File: src/rtl/plot_fb_writer.sv
// plot_fb_writer
//   Receives pixel plots from the shape drawers, discards off-screen pixels,
//   buffers the rest and writes them to the framebuffer port, which has a
//   ready handshake. Also fills the whole screen with one colour on request.
// Ports
//   clk, rst_n                      clock, asynchronous active-low reset
//   vga_x/vga_y/vga_colour/vga_plot plot input; one pixel per high strobe cycle
//   clear_start, clear_colour       full-screen clear request and fill colour
//   clear_done                      one-cycle pulse when the clear finishes
//   overflow                        sticky: an on-screen plot was dropped
//   mem_addr/mem_data/mem_we        framebuffer write request (registered)
//   mem_ready                       write accepted when mem_we && mem_ready
module plot_fb_writer #(
  parameter int WIDTH      = 160,
  parameter int HEIGHT     = 120,
  parameter int FIFO_DEPTH = 4,
  parameter int ADDR_W     = 15
) (
  input  logic              clk,
  input  logic              rst_n,
  input  logic [7:0]        vga_x,
  input  logic [6:0]        vga_y,
  input  logic [2:0]        vga_colour,
  input  logic              vga_plot,
  input  logic              clear_start,
  input  logic [2:0]        clear_colour,
  output logic              clear_done,
  output logic              overflow,
  output logic [ADDR_W-1:0] mem_addr,
  output logic [2:0]        mem_data,
  output logic              mem_we,
  input  logic              mem_ready
);

  localparam int PTR_W = $clog2(FIFO_DEPTH);
  localparam int ENT_W = ADDR_W + 3;
  localparam logic [ADDR_W-1:0] LAST_ADDR = ADDR_W'(WIDTH * HEIGHT - 1);

  typedef enum logic {S_IDLE, S_CLEAR} state_t;

  state_t             r_state;
  logic [ADDR_W-1:0]  r_cnt;
  logic [2:0]         r_clr_colour;
  // Write that was stalled when a clear started; it is replayed after the clear.
  logic               r_sv;
  logic [ENT_W-1:0]   r_sv_ent;
  logic [ENT_W-1:0]   r_fifo [FIFO_DEPTH];
  logic [PTR_W:0]     r_wp;
  logic [PTR_W:0]     r_rp;
  logic               r_mem_we;
  logic [ADDR_W-1:0]  r_mem_addr;
  logic [2:0]         r_mem_data;
  logic               r_clear_done;
  logic               r_overflow;

  logic               w_in_ok;
  logic [ENT_W-1:0]   w_entry;
  logic               w_empty;
  logic               w_full;
  logic               w_done;
  logic               w_clr_go;
  logic               w_load;
  logic               w_pop;
  logic               w_byp;
  logic               w_push;
  logic               w_drop;

  // Capture decode, FIFO status and the output-slot refill decision.
  always_comb begin
    w_in_ok  = vga_plot && (32'(vga_x) < WIDTH) && (32'(vga_y) < HEIGHT);
    w_entry  = {ADDR_W'(32'(vga_y) * WIDTH + 32'(vga_x)), vga_colour};
    w_empty  = (r_wp == r_rp);
    w_full   = (r_wp[PTR_W] != r_rp[PTR_W]) &&
               (r_wp[PTR_W-1:0] == r_rp[PTR_W-1:0]);
    w_done   = r_mem_we && mem_ready;
    w_clr_go = (r_state == S_IDLE) && clear_start;
    // The output register acts as one extra buffer slot: it refills when it
    // is empty or its write completes, and on the final clear write.
    if (r_state == S_IDLE) begin
      w_load = !clear_start && (!r_mem_we || mem_ready);
    end else begin
      w_load = w_done && (r_cnt == LAST_ADDR);
    end
    w_pop  = w_load && !r_sv && !w_empty;
    // An empty FIFO lets a plot go straight to the output: one-cycle latency.
    w_byp  = w_load && !r_sv && w_empty && w_in_ok;
    w_push = w_in_ok && !w_byp && (!w_full || w_pop);
    w_drop = w_in_ok && !w_byp && w_full && !w_pop;
  end

  // FIFO storage; contents need no reset since pointers define validity.
  always_ff @(posedge clk) begin
    if (w_push) begin
      r_fifo[r_wp[PTR_W-1:0]] <= w_entry;
    end
  end

  // Control FSM, FIFO pointers and all registered outputs.
  always_ff @(posedge clk or negedge rst_n) begin
    if (!rst_n) begin
      r_state      <= S_IDLE;
      r_cnt        <= '0;
      r_clr_colour <= 3'd0;
      r_sv         <= 1'b0;
      r_sv_ent     <= '0;
      r_wp         <= '0;
      r_rp         <= '0;
      r_mem_we     <= 1'b0;
      r_mem_addr   <= '0;
      r_mem_data   <= 3'd0;
      r_clear_done <= 1'b0;
      r_overflow   <= 1'b0;
    end else begin
      r_clear_done <= 1'b0;
      if (w_push) r_wp <= r_wp + 1'b1;
      if (w_pop)  r_rp <= r_rp + 1'b1;
      if (w_clr_go)    r_overflow <= 1'b0;
      else if (w_drop) r_overflow <= 1'b1;

      case (r_state)
        S_IDLE: begin
          if (clear_start) begin
            r_state      <= S_CLEAR;
            r_cnt        <= '0;
            r_clr_colour <= clear_colour;
            r_mem_we     <= 1'b1;
            r_mem_addr   <= '0;
            r_mem_data   <= clear_colour;
            if (r_mem_we && !mem_ready) begin
              r_sv     <= 1'b1;
              r_sv_ent <= {r_mem_addr, r_mem_data};
            end
          end
        end
        S_CLEAR: begin
          if (w_done) begin
            if (r_cnt == LAST_ADDR) begin
              r_state      <= S_IDLE;
              r_clear_done <= 1'b1;
            end else begin
              r_cnt      <= r_cnt + 1'b1;
              r_mem_addr <= r_cnt + 1'b1;
              r_mem_data <= r_clr_colour;
            end
          end
        end
        default: r_state <= S_IDLE;
      endcase

      // Refill of the output slot; takes priority over the clear-step update.
      if (w_load) begin
        if (r_sv) begin
          r_sv                     <= 1'b0;
          r_mem_we                 <= 1'b1;
          {r_mem_addr, r_mem_data} <= r_sv_ent;
        end else if (w_pop) begin
          r_mem_we                 <= 1'b1;
          {r_mem_addr, r_mem_data} <= r_fifo[r_rp[PTR_W-1:0]];
        end else if (w_byp) begin
          r_mem_we                 <= 1'b1;
          {r_mem_addr, r_mem_data} <= w_entry;
        end else begin
          r_mem_we <= 1'b0;
        end
      end
    end
  end

  assign mem_we     = r_mem_we;
  assign mem_addr   = r_mem_addr;
  assign mem_data   = r_mem_data;
  assign clear_done = r_clear_done;
  assign overflow   = r_overflow;

endmodule

File: config.mk
export PLATFORM = sky130hd
export DESIGN_NAME = plot_fb_writer
export DESIGN_NICKNAME = d
export VERILOG_FILES = /design/src/rtl/plot_fb_writer.sv
export SDC_FILE = /design/constraint.sdc
export NUM_CORES = 1
export LEC_CHECK = 0
export CORE_UTILIZATION = 34
export DETAILED_ROUTE_END_ITERATION = 10
export PLACE_DENSITY = 0.57
export REMOVE_ABC_BUFFERS = 1
export SYNTH_ARGS = -nofsm -noshare
export SYNTH_HDL_FRONTEND = slang
export SYNTH_SLANG_ARGS = --single-unit
File: constraint.sdc
create_clock -name clk -period 3.2 [get_ports clk]
set_input_delay 0.64 -clock clk [delete_from_list [all_inputs] [get_ports clk]]
set_output_delay 0.64 -clock clk [all_outputs]
set_load 0.02 [all_outputs]
==> results of run 1 <==
per-layer routing:
layer,vias up,track usage
met4,0,0.0587
met5,-,0
met2,126,0.282
met3,20,0.0355
met1,2471,0.226
li1,2288,-
area by class of cell:
cell class	count	area [sq um]	share of cell area
multi-input combinational	388	3030	0.356
timing repair buffer	90	811	0.0951
sequential	137	3790	0.444
tap	265	332	0.0389
clock buffer	19	433	0.0508
inverter	8	30.0	0.00352
clock inverter	13	100	0.0117
power groups by stage:
stage	Combinational (uW)	Clock, uW	Sequential [uW]
2_1_floorplan	651	0	2310
4_1_cts	1210	1800	2240
3_3_place_gp	1170	0	2260
3_5_place_dp	1200	0	2270
6_report	1220	1770	2230
5_1_grt	1330	1870	2260
timing repair:
action	CTS	global route
gates cloned	0	0
pin swaps	0	1
gates resized for setup	5	5
setup endpoints to repair	11	6
placed cells by master, fill, tap and decap left out, types with 5 or more instances in the layout:
cell type        Yosys  final
edfxtp_1            72     72
dfrtp_1             65     65
nand2_1             56     56
clkdlybuf4s50_1      0     45
buf_4                2     42
o21ai_0             37     37
nor2_1              35     35
nand3_1             21     21
mux2_2              19     19
ha_1                19     19
mux4_2              18     18
mux2i_1             18     18
clkbuf_16            0     17
a21oi_1             17     16
and3_1              14     14
xor2_1              14     13
xnor2_1             13     12
inv_1                8      8
a211oi_1             8      7
o22ai_1              7      7
nor2b_1              6      6
nor3_1               6      6
and2_1               5      5
nand4_1              5      5
clkinvlp_4           0      5
state kept, by name, summed over array words and instances, names as in the netlist:
signal / count
r_fifo: 72
r_sv_ent: 18
mem_addr: 15
r_cnt: 15
mem_data: 3
r_clr_colour: 3
r_rp: 3
r_wp: 3
clear_done: 1
mem_we: 1
overflow: 1
r_state: 1
r_sv: 1
worst paths after layout:
kind | from | end | slack [ns] | cells past startpoint
min in group clk | r_clr_colour[1]$_DFFE_PN0P_ | r_clr_colour[1]$_DFFE_PN0P_ | 0.49 | 2
max | vga_y[3] | mem_addr[14]$_DFF_PN0_ | 0.10 | 11
max in group asynchronous | rst_n | r_cnt[12]$_DFFE_PN0P_ | 2.08 | 2
max reg2reg | r_cnt[0]$_DFFE_PN0P_ | r_fifo[2][7]$_DFFE_PP_ | 0.35 | 8
min | rst_n | r_clr_colour[0]$_DFFE_PN0P_ | 0.34 | 1
min reg2reg | r_clr_colour[1]$_DFFE_PN0P_ | r_clr_colour[1]$_DFFE_PN0P_ | 0.49 | 2
through the flow:
stage               setup TNS (ns)   util  total power (uW)  worst slack (ns)  hold slack, ns
global route                     0  0.432              5460            0.0318           0.382
finish                           0  0.432              5220             0.103           0.340
detailed placement           -7.32  0.402              3460            -0.503           0.470
floorplan                        0      -              2960            0.0118           0.344
global placement             -4.50  0.402              3430            -0.367           0.465
CTS                              0  0.430              5240            0.0359           0.362
cells by family after synthesis:
family | Yosys count | share of synthesized area
adder cells (fa/ha/maj) | 21 | 0.0401
multiplexers | 56 | 0.117
AO/OA/AOI/OAI | 116 | 0.112
XOR/XNOR | 28 | 0.0374
flip-flops | 137 | 0.547
AND/OR/NAND/NOR | 167 | 0.120
buffers and inverters | 38 | 0.0264
critical path, cell delays in order:
cell and delay [ns]:
clkdlybuf4s50_1 0.50, ha_1 0.24, ha_1 0.23, fa_1 0.42, a211oi_2 0.29, nor2_1 0.10
and2_1 0.20, buf_4 0.14, o21ai_0 0.19, o41ai_2 0.17, a211o_1 0.28
==> results.ini, run 1 <==
[sta]
drv_slew = 0
setup_viol = 0
final_hold_viol_count = 0
slew_headroom = 0.421
finalCritPeriodShare = 0.968
skew_ns = 0.00799
worstMarginPinSlew_ns = 0.869
rsz0062_at_grt = no
min_period_ns = 3.10
fmax_mhz = 323

[global_route]
grt_first_pass_wirelength_mm = 26.6
antenna_found_initial = 0
grtUsageTotal = 0.172
grt.overflow.total = 0
grt_start_max_net_pins = 33
grt_pass1_vias = 4867

[yosys]
ys_ff_latch = 137
ys_types = 63
syn_area_sq_um = 6920
synthFlopType = edfxtp_1
avgSynthCellArea_sq_um = 12.3
synth_async_sr_flop_share = 0.474
yosysSeqAreaShare = 0.547
synth.top_cells.by_count = 72 x edfxtp_1, 65 x dfrtp_1, 56 x nand2_1
synth_area_leaders = edfxtp_1 31%, dfrtp_1 23%, mux4_2 5.9%
yosysMostFrequentCell = edfxtp_1
synth.largest_area_cell = edfxtp_1
synth_edf_count = 72
yosysWarnings = 0
synth_cells = 563
netlist.area_leader.share = 0.312

[worst_setup_path]
cp-start-kind = input port
crit_path_max_fanout = 5
arrival_ns = 3.40
cp-end-kind = register
worstSetupPathType = in2reg
worstPathRequired_ns = 3.51

[layout]
diodes = 0
area_growth_pct = 23.2
fillerInstances = 1790
drive_gt1_frac = 0.200
layout.nets = 689
layout.cells.non_filler = 920
postLayoutCellArea_sq_um = 8530

[place]
dp_hpwl_mm = 11.7
post_dp_cell_area_sq_um = 7920
io_buffers = 46
gp_congestion = 0.837
dp_cells = 888

[floorplan]
fp.dieW_microns = 145
initial_core_util = 0.351
fp.coreArea_sq_um = 19700
ioPinCount = 47
rows = 51
die_h_microns = 145
dieArea_sq_um = 20900

[clocking]
tritoncts = done
clk_pin_slew_worst_paths_ns = 0.06
cts_setup_buffers = 0
ctsHoldBuffers = 0
cts_sinks = 137
h-tree-depth = 4
clk-insertion-delay-late_ns = 0.42
numCtsBuffers = 17
cts_root_buffer = clkbuf_16
clock_path_buffers = 2

[drt]
viasPerCell = 5.33
highest_layer = met4
num_vias = 4905
drt-initial-drc-count = 341
wl_met1_mm = 7.80
wl_per_cell_microns = 18.4
met3_length_microns = 737
wl_met2_mm = 8.13
first_pass_iters = 4
ant_nets = 0
wl_mm = 16.9
route.detailed.drc = 0

[power]
leakage_uw = 0.00332
switching_share = 0.305
pwr-share-seq = 0.428
irDropWorstVdd_uv = 299
internal_power_uw = 3630
netSwitchingPower_uw = 1590
combPwrFrac = 0.233
power.density_nw_per_um2 = 612
pwr-share-clk = 0.339

[outcome]
status = completed

[run]
cap_violations = 0

[worst_hold_path]
hold_path.class = in2async

(Power assumes the default switching activity.)
==> run 2: changes to the inputs <==
--- a/config.mk
+++ b/config.mk
@@ -7,7 +7,7 @@
 export LEC_CHECK = 0
 export CORE_UTILIZATION = 34
 export DETAILED_ROUTE_END_ITERATION = 10
-export PLACE_DENSITY = 0.57
+export PLACE_DENSITY = 0.59
 export REMOVE_ABC_BUFFERS = 1
 export SYNTH_ARGS = -nofsm -noshare
 export SYNTH_HDL_FRONTEND = slang
==> constraint.sdc (replaced) <==
create_clock -name clk -period 3.2 [get_ports clk]
set_input_delay 0.48 -clock clk [delete_from_list [all_inputs] [get_ports clk]]
set_output_delay 0.48 -clock clk [all_outputs]
set_load 0.02 [all_outputs]
==> run 2 against run 1 <==
- register-to-register slack got worse by 0.13 ns
- core utilization fell by 0.15 points
- clock power rose by 8%
- highest routed layer unchanged
- non-clock buffer count did not move
- sequential cell count did not move
- via count fell by 0.43%
- routed wire length barely moved
- worst hold slack got worse by 0.15 ns
==> results.ini, run 2 (synthesized netlist as in run 1, its figures left out) <==
[floorplan]
fp.dieW_microns = 145
die_h_microns = 145
fp.coreArea_sq_um = 19700
rows = 51
ioPinCount = 47
initial_core_util = 0.351
dieArea_sq_um = 20900

[clocking]
clock_path_buffers = 2
cts_root_buffer = clkbuf_16
h-tree-depth = 4
clk-insertion-delay-late_ns = 0.42
numCtsBuffers = 17
tritoncts = done
clk_pin_slew_worst_paths_ns = 0.06
cts_sinks = 137

[power]
switching_share = 0.295
irDropWorstVdd_uv = 262
power.density_nw_per_um2 = 629
internal_power_uw = 3770
power_uw = 5350
pwr-share-seq = 0.418
leakage_uw = 0.00333
netSwitchingPower_uw = 1580
combPwrFrac = 0.225
pwr-share-clk = 0.358

[drt]
viasPerCell = 5.31
num_vias = 4884
first_pass_iters = 5
wl_per_cell_microns = 18.4
ant_nets = 0
drt-initial-drc-count = 267
wl_mm = 16.9
route.detailed.drc = 0

[place]
gp_congestion = 0.877
io_buffers = 46
dp_hpwl_mm = 11.7

[layout]
area_growth_pct = 22.8
final_cell_mix = 72 x edfxtp_1, 65 x dfrtp_1, 56 x nand2_1, 45 x clkdlybuf4s50_1, 43 x buf_4
layout.nets = 689
post-route-util = 0.431
largest_register_ffs = 72
final_common_cell = edfxtp_1
diodes = 0
drive_gt1_frac = 0.191

[worst_setup_path]
cp-start-kind = input port
worstPathRequired_ns = 3.53
arrival_ns = 3.42
worstSetupPathType = in2reg
crit_path_max_fanout = 5
cp-end-kind = register

[global_route]
grtUsageTotal = 0.172
antenna_found_initial = 0
grt.overflow.total = 0
grt_pass1_vias = 4904
grt_start_max_net_pins = 37
grt_first_pass_wirelength_mm = 26.8

[outcome]
status = completed

[sta]
drv_slew = 0
min_period_ns = 3.09
finalCritPeriodShare = 0.965
skew_ns = 0.00616
fmax_mhz = 324
final_hold_viol_count = 0
setup_viol = 0
hold_ws_ns = 0.187
worstMarginPinSlew_ns = 0.888
rsz0062_at_grt = no
slew_headroom = 0.408

[run]
cap_violations = 0

[worst_hold_path]
hold_path.class = in2async

[run 2: cell count changes in the layout (fill, tap and decap cells not counted), sizes merged]
cell | before | now
bufinv | 0 | 2
clkbuf | 19 | 18
inv | 11 | 12
clkinvlp | 5 | 3
[run 2: final timing paths]
check                                             from                     endpoint  slack, ns  cells past startpoint
setup / recovery                              vga_y[1]       mem_addr[11]$_DFF_PN0_       0.11                     11
hold / removal                                   rst_n      r_sv_ent[0]$_DFFE_PN0P_       0.19                      1
setup reg to reg                  r_cnt[0]$_DFFE_PN0P_       r_fifo[1][7]$_DFFE_PP_       0.22                      8
hold reg to reg            r_clr_colour[0]$_DFFE_PN0P_  r_clr_colour[0]$_DFFE_PN0P_       0.49                      2
max in group asynchronous                        rst_n      r_sv_ent[7]$_DFFE_PN0P_       2.24                      2
min in group clk           r_clr_colour[0]$_DFFE_PN0P_  r_clr_colour[0]$_DFFE_PN0P_       0.49                      2
[run 2: cell type report]
cell class                 count  area (sq um)
inverter                       8          30.0
tap                          265           332
clock buffer                  18           429
fill                        1763         11200
clock inverter                14           148
sequential                   137          3790
timing repair buffer          90           798
multi-input combinational    388          2970
[run 2: worst max-delay path, stage by stage]
cell             delay, ns
clkdlybuf4s50_1       0.43
ha_1                  0.31
ha_1                  0.23
fa_1                  0.41
buf_4                 0.16
xor2_1                0.22
o2111ai_1             0.19
buf_4                 0.18
xnor2_1               0.43
a31oi_1               0.18
a22oi_1               0.20
[run 2: power by group through the flow]
stage | logic [uW] | registers [uW] | clock network, uW
after floorplan | 651 | 2310 | 0
after global placement | 1160 | 2260 | 0
after detailed placement | 1190 | 2270 | 0
after CTS | 1200 | 2240 | 1940
after global routing | 1310 | 2260 | 2010
final | 1200 | 2230 | 1910
[run 2: routing by layer]
metal / global-route usage / up-vias / part of all wire
li1: - / 2282 / -
met1: 0.234 / 2467 / 0.45
met2: 0.277 / 120 / 0.49
met3: 0.0260 / 15 / 0.040
met4: 0.0676 / 0 / 0.015
met5: 0 / - / 0
[run 2: repair_timing]
| item | 4_1_cts | 5_1_grt |
|---|---|---|
| endpoints found under the setup margin | 0 | 10 |
| gates resized for setup | 0 | 2 |
| setup buffers | 0 | 0 |
| hold buffers | 0 | 0 |
| hold endpoints to repair | 0 | 0 |
[run 2: stage by stage]
step	setup slack, ns	cells	area [sq um]	TNS, ns
floorplan	0.0118	533	6770	0
global route	0.0130	920	8500	0
CTS	0.136	920	8490	0
global placement	-0.182	888	7910	-1.37
detailed placement	-0.311	888	7910	-3.42
finish	0.113	920	8500	0
